[config.mk]
export PLATFORM = sky130hd
export DESIGN_NAME = minirisc_result_uart_tx_flat
export DESIGN_NICKNAME = d
export VERILOG_FILES = /design/src/rtl/minirisc_result_uart_tx_if.sv /design/src/rtl/minirisc_result_uart_tx.sv /design/src/flat_wrapper.sv
export SDC_FILE = /design/constraint.sdc
export NUM_CORES = 1
export LEC_CHECK = 0
export CORE_MARGIN = 3
export CORE_UTILIZATION = 54
export CTS_CLUSTER_SIZE = 40
export DETAILED_ROUTE_END_ITERATION = 6
export PLACE_DENSITY = 0.83
export SYNTH_ARGS = -nofsm -noshare
export SYNTH_HDL_FRONTEND = slang
export SYNTH_SLANG_ARGS = --single-unit
[constraint.sdc]
create_clock -name clk -period 3.7 [get_ports clk]
set_input_delay 0.74 -clock clk [delete_from_list [all_inputs] [get_ports clk]]
set_output_delay 0.74 -clock clk [all_outputs]
set_load 0.01 [all_outputs]
[src/rtl/minirisc_result_uart_tx_if.sv]
// rtl/minirisc_result_uart_tx_if.sv - result handshake between the core and the UART transmitter
// The master side (core) drives the word and valid; the slave side (transmitter) returns ready.
interface minirisc_result_uart_tx_if;
  logic [7:0] res_data;
  logic       res_valid;
  logic       res_ready;

  modport master (
    output res_data,
    output res_valid,
    input  res_ready
  );

  modport slave (
    input  res_data,
    input  res_valid,
    output res_ready
  );
endinterface

[src/rtl/minirisc_result_uart_tx.sv]
// rtl/minirisc_result_uart_tx.sv - result FIFO feeding a UART 8N1 serializer
// A frame is popped as soon as the line is free, so back-to-back words go out with no idle gap.
module minirisc_result_uart_tx #(
  parameter int CLKS_PER_BIT = 4,
  parameter int DEPTH        = 4
) (
  input  logic                       clk,
  input  logic                       rst,
  input  logic                       ena,
  minirisc_result_uart_tx_if.slave   res,
  output logic                       tx,
  output logic                       busy,
  output logic [$clog2(DEPTH):0]     fifo_count
);
  localparam int PW = $clog2(DEPTH);
  localparam int CW = PW + 1;

  typedef enum logic [1:0] {
    S_IDLE  = 2'd0,
    S_START = 2'd1,
    S_DATA  = 2'd2,
    S_STOP  = 2'd3
  } state_t;

  state_t          state_q, state_d;
  logic [7:0]      timer_q, timer_d;
  logic [2:0]      bit_idx_q, bit_idx_d;
  logic [7:0]      shift_q, shift_d;
  logic            tx_q, tx_d;
  logic [PW-1:0]   wr_ptr_q, wr_ptr_d;
  logic [PW-1:0]   rd_ptr_q, rd_ptr_d;
  logic [CW-1:0]   count_q, count_d;
  logic [7:0]      mem_q [DEPTH];
  logic [7:0]      mem_d [DEPTH];

  logic            push;
  logic            pop;
  logic            fifo_empty;
  logic            bit_done;

  // Ready depends only on the registered count, so a full FIFO refuses even while popping.
  assign res.res_ready = ena && (count_q != CW'(DEPTH));
  assign push          = res.res_valid && res.res_ready;
  assign fifo_empty    = (count_q == '0);
  assign bit_done      = (timer_q == 8'(CLKS_PER_BIT - 1));

  assign tx         = tx_q;
  assign busy       = (state_q != S_IDLE) || !fifo_empty;
  assign fifo_count = count_q;

  always_comb begin
    state_d   = state_q;
    timer_d   = timer_q;
    bit_idx_d = bit_idx_q;
    shift_d   = shift_q;
    tx_d      = tx_q;
    pop       = 1'b0;
    if (ena) begin
      case (state_q)
        S_IDLE: begin
          tx_d = 1'b1;
          if (!fifo_empty) begin
            pop     = 1'b1;
            shift_d = mem_q[rd_ptr_q];
            tx_d    = 1'b0;
            timer_d = 8'd0;
            state_d = S_START;
          end
        end
        S_START: begin
          if (bit_done) begin
            tx_d      = shift_q[0];
            bit_idx_d = 3'd0;
            timer_d   = 8'd0;
            state_d   = S_DATA;
          end else begin
            timer_d = timer_q + 8'd1;
          end
        end
        S_DATA: begin
          if (bit_done) begin
            timer_d = 8'd0;
            if (bit_idx_q == 3'd7) begin
              tx_d    = 1'b1;
              state_d = S_STOP;
            end else begin
              bit_idx_d = bit_idx_q + 3'd1;
              shift_d   = {1'b0, shift_q[7:1]};
              tx_d      = shift_q[1];
            end
          end else begin
            timer_d = timer_q + 8'd1;
          end
        end
        S_STOP: begin
          if (bit_done) begin
            timer_d = 8'd0;
            if (!fifo_empty) begin
              pop     = 1'b1;
              shift_d = mem_q[rd_ptr_q];
              tx_d    = 1'b0;
              state_d = S_START;
            end else begin
              state_d = S_IDLE;
            end
          end else begin
            timer_d = timer_q + 8'd1;
          end
        end
        default: begin
          state_d   = S_IDLE;
          tx_d      = 1'b1;
          timer_d   = 8'd0;
          bit_idx_d = 3'd0;
        end
      endcase
    end
  end

  always_comb begin
    mem_d    = mem_q;
    wr_ptr_d = wr_ptr_q;
    rd_ptr_d = rd_ptr_q;
    count_d  = count_q;
    if (push) begin
      mem_d[wr_ptr_q] = res.res_data;
      wr_ptr_d        = wr_ptr_q + PW'(1);
    end
    if (pop) begin
      rd_ptr_d = rd_ptr_q + PW'(1);
    end
    case ({push, pop})
      2'b10:   count_d = count_q + CW'(1);
      2'b01:   count_d = count_q - CW'(1);
      default: count_d = count_q;
    endcase
  end

  always_ff @(posedge clk) begin
    if (rst) begin
      state_q   <= S_IDLE;
      timer_q   <= 8'd0;
      bit_idx_q <= 3'd0;
      shift_q   <= 8'd0;
      tx_q      <= 1'b1;
      wr_ptr_q  <= '0;
      rd_ptr_q  <= '0;
      count_q   <= '0;
    end else begin
      state_q   <= state_d;
      timer_q   <= timer_d;
      bit_idx_q <= bit_idx_d;
      shift_q   <= shift_d;
      tx_q      <= tx_d;
      wr_ptr_q  <= wr_ptr_d;
      rd_ptr_q  <= rd_ptr_d;
      count_q   <= count_d;
    end
  end

  // Storage needs no reset: the pointers and count decide what is valid.
  always_ff @(posedge clk) begin
    mem_q <= mem_d;
  end
endmodule

[src/flat_wrapper.sv]
// flat-port wrapper written by rule: the top's interface ports become plain ports
module minirisc_result_uart_tx_flat 
#(
  parameter int CLKS_PER_BIT = 4,
  parameter int DEPTH        = 4
)
  (clk, rst, ena, tx, busy, fifo_count, res_res_data, res_res_valid, res_res_ready);
  minirisc_result_uart_tx_if res_i ();
  input  logic clk;
  input  logic rst;
  input  logic ena;
  output logic tx;
  output logic busy;
  output logic [$clog2(DEPTH):0] fifo_count;
  input wire logic [$bits(res_i.res_data)-1:0] res_res_data;
  input wire logic [$bits(res_i.res_valid)-1:0] res_res_valid;
  output wire logic [$bits(res_i.res_ready)-1:0] res_res_ready;
  assign res_i.res_data = res_res_data;
  assign res_i.res_valid = res_res_valid;
  assign res_res_ready = res_i.res_ready;
  minirisc_result_uart_tx #(.CLKS_PER_BIT(CLKS_PER_BIT), .DEPTH(DEPTH)) u_core (.clk(clk), .rst(rst), .ena(ena), .res(res_i), .tx(tx), .busy(busy), .fifo_count(fifo_count));
endmodule
### After elaboration in Yosys (flattened, before gate mapping)

Cells that the tools add are included.

* bits in registers: 61
* bits of input ports: 12
* output and inout port bits: 6
* word-level logic and storage cells: 92

* add/subtract/negate cells: 6
* $lt $le $gt $ge: 3
* eq/ne operators: 15
* muxes and demuxes: 37
* bitwise gates (word level): 2
* reduce and logical (&&, ||, !) cells: 17

Operators with widths (number)
* 2-to-1 mux 8 bit: 9
* bitwise mux 32 bit: 1
* one-hot mux 8 bit (3 select lines): 1
* binary-select mux 8 bit (select 2 bit): 1
* demux 8 bit (select 2 bit): 1
* one-hot mux 8 bit (2 select lines): 1
* AND reduction 5 bit: 3
* one-hot mux 3 bit (2 select lines): 2
* 2-to-1 mux 1 bit: 10
* 2-to-1 mux 2 bit: 5
* 2-to-1 mux 3 bit: 3
* adder 8 x 1 -> 8 bit, second input constant: 1
* == test 8 x 2 -> 1 bit, second input constant: 1
* != test 2 x 1 -> 1 bit, second input constant: 4
* one-hot mux 2 bit (4 select lines): 1
* adder 3 x 1 -> 3 bit, second input constant: 2
* == test 2 bit, second input constant: 3
* greater-or-equal comparator 3 bit, second input constant: 2
* != test 2 bit, second input constant: 3
* NOT 2 -> 3 bit: 2
* AND reduction 6 bit: 1
* nonzero test 2 bit: 3
* adder 2 x 1 -> 2 bit, second input constant: 2
* == test 2 x 1 -> 1 bit, second input constant: 2
* other kinds (14): 16

### Depth between registers and ports, before layout

* depth after elaboration: 7
* mapped depth: 10
* gate-level depth less buffers: 10

### Worst setup path after synthesis

Ideal clock, no wire load.

* path type: flip-flop to flip-flop
* start point: reg u_core.timer_q[0]
* end point: reg u_core.count_q[2] (netlist: u_core.fifo_count[2])
* library setup time: 0.071 ns
* data arrival time: 2.533 ns
* required time: 3.629 ns
* setup slack: 1.096 ns
* stages on the path, launching flop included: 11
* buffers on the path: 0
* period minus slack after synthesis: 2.604 ns
* cells stage by stage: dfxtp_1 -> ha_1 -> nor4b_4 -> a31oi_1 -> nor4b_2 -> ha_1 -> inv_1 -> fa_1 -> xor2_1 -> or3_1 -> a21oi_1

* longest elaborated chain between the ends: 6
* elaborated cells between the ends (all ways): 8
* those cells by class: eq/ne: 3; mux: 4; reduce/logical: 1

Ends and longest elaborated chain
* from (decl): RTL line minirisc_result_uart_tx.sv:26 `logic [7:0] timer_q, timer_d;`
* from (signal assigned): RTL line minirisc_result_uart_tx.sv:151 `timer_q <= timer_d;`
* == test 8 x 2 -> 1 bit *: RTL line minirisc_result_uart_tx.sv:45 `assign bit_done = (timer_q == 8'(CLKS_PER_BIT - 1));`
* 2-to-1 mux 1 bit *: RTL line minirisc_result_uart_tx.sv:96 `if (bit_done) begin`
* one-hot mux 1 bit (2 select lines) *: RTL line minirisc_result_uart_tx.sv:59 `case (state_q)`
* 2-to-1 mux 1 bit *: RTL line minirisc_result_uart_tx.sv:58 `if (ena) begin`
* net u_core.pop: RTL line minirisc_result_uart_tx.sv:37 `logic pop;`
* == test 2 x 1 -> 1 bit / == test 2 bit (equally long branches): RTL line minirisc_result_uart_tx.sv:132 `case ({push, pop})`
* one-hot mux 3 bit (2 select lines) / nonzero test 2 bit (equally long branches)
* to (signal assigned): RTL line minirisc_result_uart_tx.sv:157 `count_q <= count_d;`
* to (decl): RTL line minirisc_result_uart_tx.sv:32 `logic [CW-1:0] count_q, count_d;`

Mark *: on every way through the listed nets, which the timed path passes. The rest lies on a longest branch.
A chain may end at the register's enable or synchronous reset.

### Worst setup path in the final report

* start point: reg u_core.state_q[0]
* end point: out busy

* longest elaborated chain between the ends: 2

Ends and longest elaborated chain
* from (decl): RTL line minirisc_result_uart_tx.sv:25 `state_t state_q, state_d;`
* from (signal assigned): RTL line minirisc_result_uart_tx.sv:150 `state_q <= state_d;`
* nonzero test 2 bit: RTL line minirisc_result_uart_tx.sv:48 `assign busy = (state_q != S_IDLE) || !fifo_empty;`
* logical OR 1 bit: RTL line minirisc_result_uart_tx.sv:48
* to (decl): RTL line flat_wrapper.sv:13 `output logic busy;`

No other way between the ends.

==> run summary <==
Status: finished clean
Count of final hold-check violations: 0
Relative contribution of the clock network to total power: 26.5%
Achievable Freq: 335 MHz
Diode count: 0
Combinational share of power: 30.8%
Proportion of synthesized chip area in sequential cells: 53.0%
Count of boundary I/O pins: 18
Post-route antenna net violation count: 0
Share of final-layout standard cells stronger than drive strength 1: 10.8%
Worst slew pin tran: 0.981 ns
Vertical die dimension: 79.4 um
Residual DRC count: 0
Worst R2R End: u_core.fifo_count[2]$_SDFFE_PP0P_
Syn Inst Count: 253
RSZ-0062 raised after global routing: no
Path type of the worst min-delay path: reg -> reg
Ratio of final minimum period to clock period: 80.6%
Number of I/O port buffers: 17
Mean instance size in the synthesized netlist: 11.5 um2
R2R cell count: 10
Via count of the first global-routing pass: 1923
Power per Cell Area: 613 nW/um2
TritonCTS clock tree: built
Reg2Reg Launch Point: u_core.timer_q[0]$_SDFFE_PP0P_
CTS buffer count: 9
Worst setup path end: busy
Netlist Area Pre-Place: 2910 um2
Post-detailed-route via-to-cell ratio: 5.69
Number of buffers added for setup after CTS: 0
Half-perimeter wire length after placement: 3540 um
Pre-Repair DR Iteration Count: 4
Number of flops mapped to enable cells by yosys: 32
Final nets: 300
Total track usage: 18.4%
Final critical delay including setup and external delays: 2.98 ns
Core area: 5170 um2
Largest net degree at the start of global routing: 22
Final setup viols: 0
TritonCTS Sinks: 61
Net Switching: 717 uW
Worst rel slew slack: 34.5%
Int Pwr: 1320 uW
Antenna violations before repair: 0
Nature of the critical path startpoint: flip-flop
Total Routed Length: 5280 um
Post-CTS Hold Fix Bufs: 0
Initial standard-cell utilization of the core: 56.2%
Synth Register Bits: 61
Clk pin slew, worst setup/hold paths: 0.07 ns
Setup slack on the worst flop-to-flop path: 0.76 ns
Syn Nets: 280
Synth Flop Type: sky130_fd_sc_hd__edfxtp_1
Via count: 1980
Layout filler cell count: 393
Most common cell after layout, fill and taps aside: sky130_fd_sc_hd__edfxtp_1
Max Transition Viols Final: 0
Fraction of registers with async set or reset after synthesis: 0%
Total leakage power: 0.00113 uW
Worst setup slack before clock tree synthesis: 0.713 ns
Footprint of the flip-flops and latches: 1540 um2
Worst Slack Setup Final: 0.719 ns
Iteration-0 DRC count of the detailed router: 94
Data arrival, critical path: 2.24 ns
Total Die Area: 6300 um2
Setup_tns: 0 ns
Horizontal die dimension: 79.4 um
P&R area growth vs syn: 14.1%
Highest-count cells in the layout ignoring fill and taps: sky130_fd_sc_hd__edfxtp_1 (32), sky130_fd_sc_hd__dfxtp_1 (29), sky130_fd_sc_hd__a21oi_1 (18)
Detailed-route wire length per cell: 15.2 um
# H-tree levels: 3
Largest fanout on the critical path: 9
Distinct cells, synth: 52
Placer congestion estimate: 0.805
YS warnings: 0
Net Sw Frac: 35.2%
MaxCap Viol Count: 0
Peak supply drop: 0.000387 V
Share of total power in sequential cells: 42.7%
Final global-route overflow total: 0
Required time of the worst setup path: 2.96 ns
Type of element capturing the critical path: output port
Global-route wire length before repair: 8850 um
Number of instances resized during post-cts repair: 0
Post-route clock skew: 0.00738 ns
Worst setup startpoint: u_core.state_q[0]$_SDFFE_PP0P_
Insertion delay to the later sink of the worst-skew pair: 0.34 ns
Number of standard-cell rows in the floorplan: 26
Post-layout utilization of the core: 64.1%
Clock buffer depth: 2
Footprint of the multi-input gates: 1280 um2
Crit Path Category: reg -> out
Clock root cell: sky130_fd_sc_hd__clkbuf_8
area by class of cell:
class	instances	share of cell area, %
Tap cell	70	2.64
Timing Repair Buffer	19	5.58
Inverter	10	1.13
Clock inverter	7	1.70
Multi-Input combinational cell	172	38.7
Sequential cell	61	46.5
Clock buffer	9	3.73
power by group through the flow:
stage / Clock [uW] / Combinational [uW] / Sequential [uW]
after floorplan: 0 / 495 / 839
after global placement: 0 / 608 / 879
after detailed placement: 0 / 621 / 884
after CTS: 543 / 623 / 869
after global routing: 576 / 698 / 881
final: 539 / 625 / 869
critical path, cell delays in order (launching register included):
cell and delay, ns:
sky130_fd_sc_hd__dfxtp_1 0.35, sky130_fd_sc_hd__inv_1 0.18, sky130_fd_sc_hd__ha_1 0.21, sky130_fd_sc_hd__or4b_1 0.62, sky130_fd_sc_hd__clkdlybuf4s50_1 0.55
stage by stage:
step           hold slack, ns  total power, uW  instance area, um2  instances
3_3_place_gp            0.441             1490                3140        332
5_1_grt                 0.495             2160                3320        348
6_report                0.457             2030                3320        348
2_1_floorplan           0.436             1330                2910        253
4_1_cts                 0.462             2040                3320        348
3_5_place_dp            0.452             1510                3140        332
registers in the layout, summed over array words and instances, names as in the netlist:
name / flops
u_core.state_q: 2
u_core.timer_q: 8
u_core.bit_idx_q: 3
u_core.rd_ptr_q: 2
u_core.mem_q: 32
u_core.tx: 1
u_core.shift_q: 8
u_core.wr_ptr_q: 2
u_core.fifo_count: 3
metal layers:
layer,vias to the layer above,share of wire [%],track usage (%)
li1,989,-,-
met1,935,48,24.2
met2,47,46,28.8
met3,9,4.0,5.42
met4,0,1.6,6.70
met5,-,0,0
cell families after synthesis:
| kind of cell | count (synthesis) | share of synthesized area, % |
|---|---|---|
| adders and majority gates | 15 | 6.71 |
| DFF | 61 | 53.0 |
| buffers and inverters | 20 | 2.80 |
| AOI/OAI and AO/OA | 51 | 11.4 |
| and+or+nand+nor | 79 | 16.7 |
| muxes | 18 | 6.71 |
| xor gates and xnor gates | 9 | 2.71 |
cell usage after synthesis (2+ instances only):
master	number	area, um2
sky130_fd_sc_hd__o21ai_0	9	45.0
sky130_fd_sc_hd__nand2_1	9	33.8
sky130_fd_sc_hd__nor2b_1	5	31.3
sky130_fd_sc_hd__nor2_1	16	60.1
sky130_fd_sc_hd__and4_2	2	20.0
sky130_fd_sc_hd__a21oi_1	18	90.1
sky130_fd_sc_hd__nand2b_1	7	43.8
sky130_fd_sc_hd__mux2_1	2	22.5
sky130_fd_sc_hd__or4b_1	2	20.0
sky130_fd_sc_hd__edfxtp_1	32	961
sky130_fd_sc_hd__mux2i_1	15	150
sky130_fd_sc_hd__nand3_1	2	10.0
sky130_fd_sc_hd__or2_0	2	12.5
sky130_fd_sc_hd__buf_2	2	10.0
sky130_fd_sc_hd__xor2_1	8	70.1
sky130_fd_sc_hd__inv_1	10	37.5
sky130_fd_sc_hd__or3_1	3	18.8
sky130_fd_sc_hd__dfxtp_1	29	581
sky130_fd_sc_hd__ha_1	14	175
sky130_fd_sc_hd__or3b_1	2	17.5
sky130_fd_sc_hd__and3_1	5	31.3
sky130_fd_sc_hd__o2111ai_1	2	17.5
sky130_fd_sc_hd__nor3_1	3	15.0
sky130_fd_sc_hd__o21a_1	2	15.0
sky130_fd_sc_hd__a211oi_1	2	15.0
sky130_fd_sc_hd__clkbuf_1	7	26.3
sky130_fd_sc_hd__a22oi_1	7	52.6
sky130_fd_sc_hd__nand4_1	12	75.1
worst min path at each step:
| stage | start | end | slack [ns] | cells after the start |
|---|---|---|---|---|
| finish | u_core.bit_idx_q[1]$_SDFFE_PP0P_ | u_core.bit_idx_q[1]$_SDFFE_PP0P_ | 0.46 | 2 |
| global route | u_core.bit_idx_q[1]$_SDFFE_PP0P_ | u_core.bit_idx_q[1]$_SDFFE_PP0P_ | 0.49 | 2 |
| CTS | u_core.bit_idx_q[1]$_SDFFE_PP0P_ | u_core.bit_idx_q[1]$_SDFFE_PP0P_ | 0.46 | 2 |
| detailed placement | u_core.bit_idx_q[1]$_SDFFE_PP0P_ | u_core.bit_idx_q[1]$_SDFFE_PP0P_ | 0.45 | 2 |
| global placement | u_core.bit_idx_q[2]$_SDFFE_PP0P_ | u_core.bit_idx_q[2]$_SDFFE_PP0P_ | 0.44 | 2 |
| floorplan | u_core.bit_idx_q[1]$_SDFFE_PP0P_ | u_core.bit_idx_q[1]$_SDFFE_PP0P_ | 0.44 | 2 |
(Power assumes the default switching activity.)
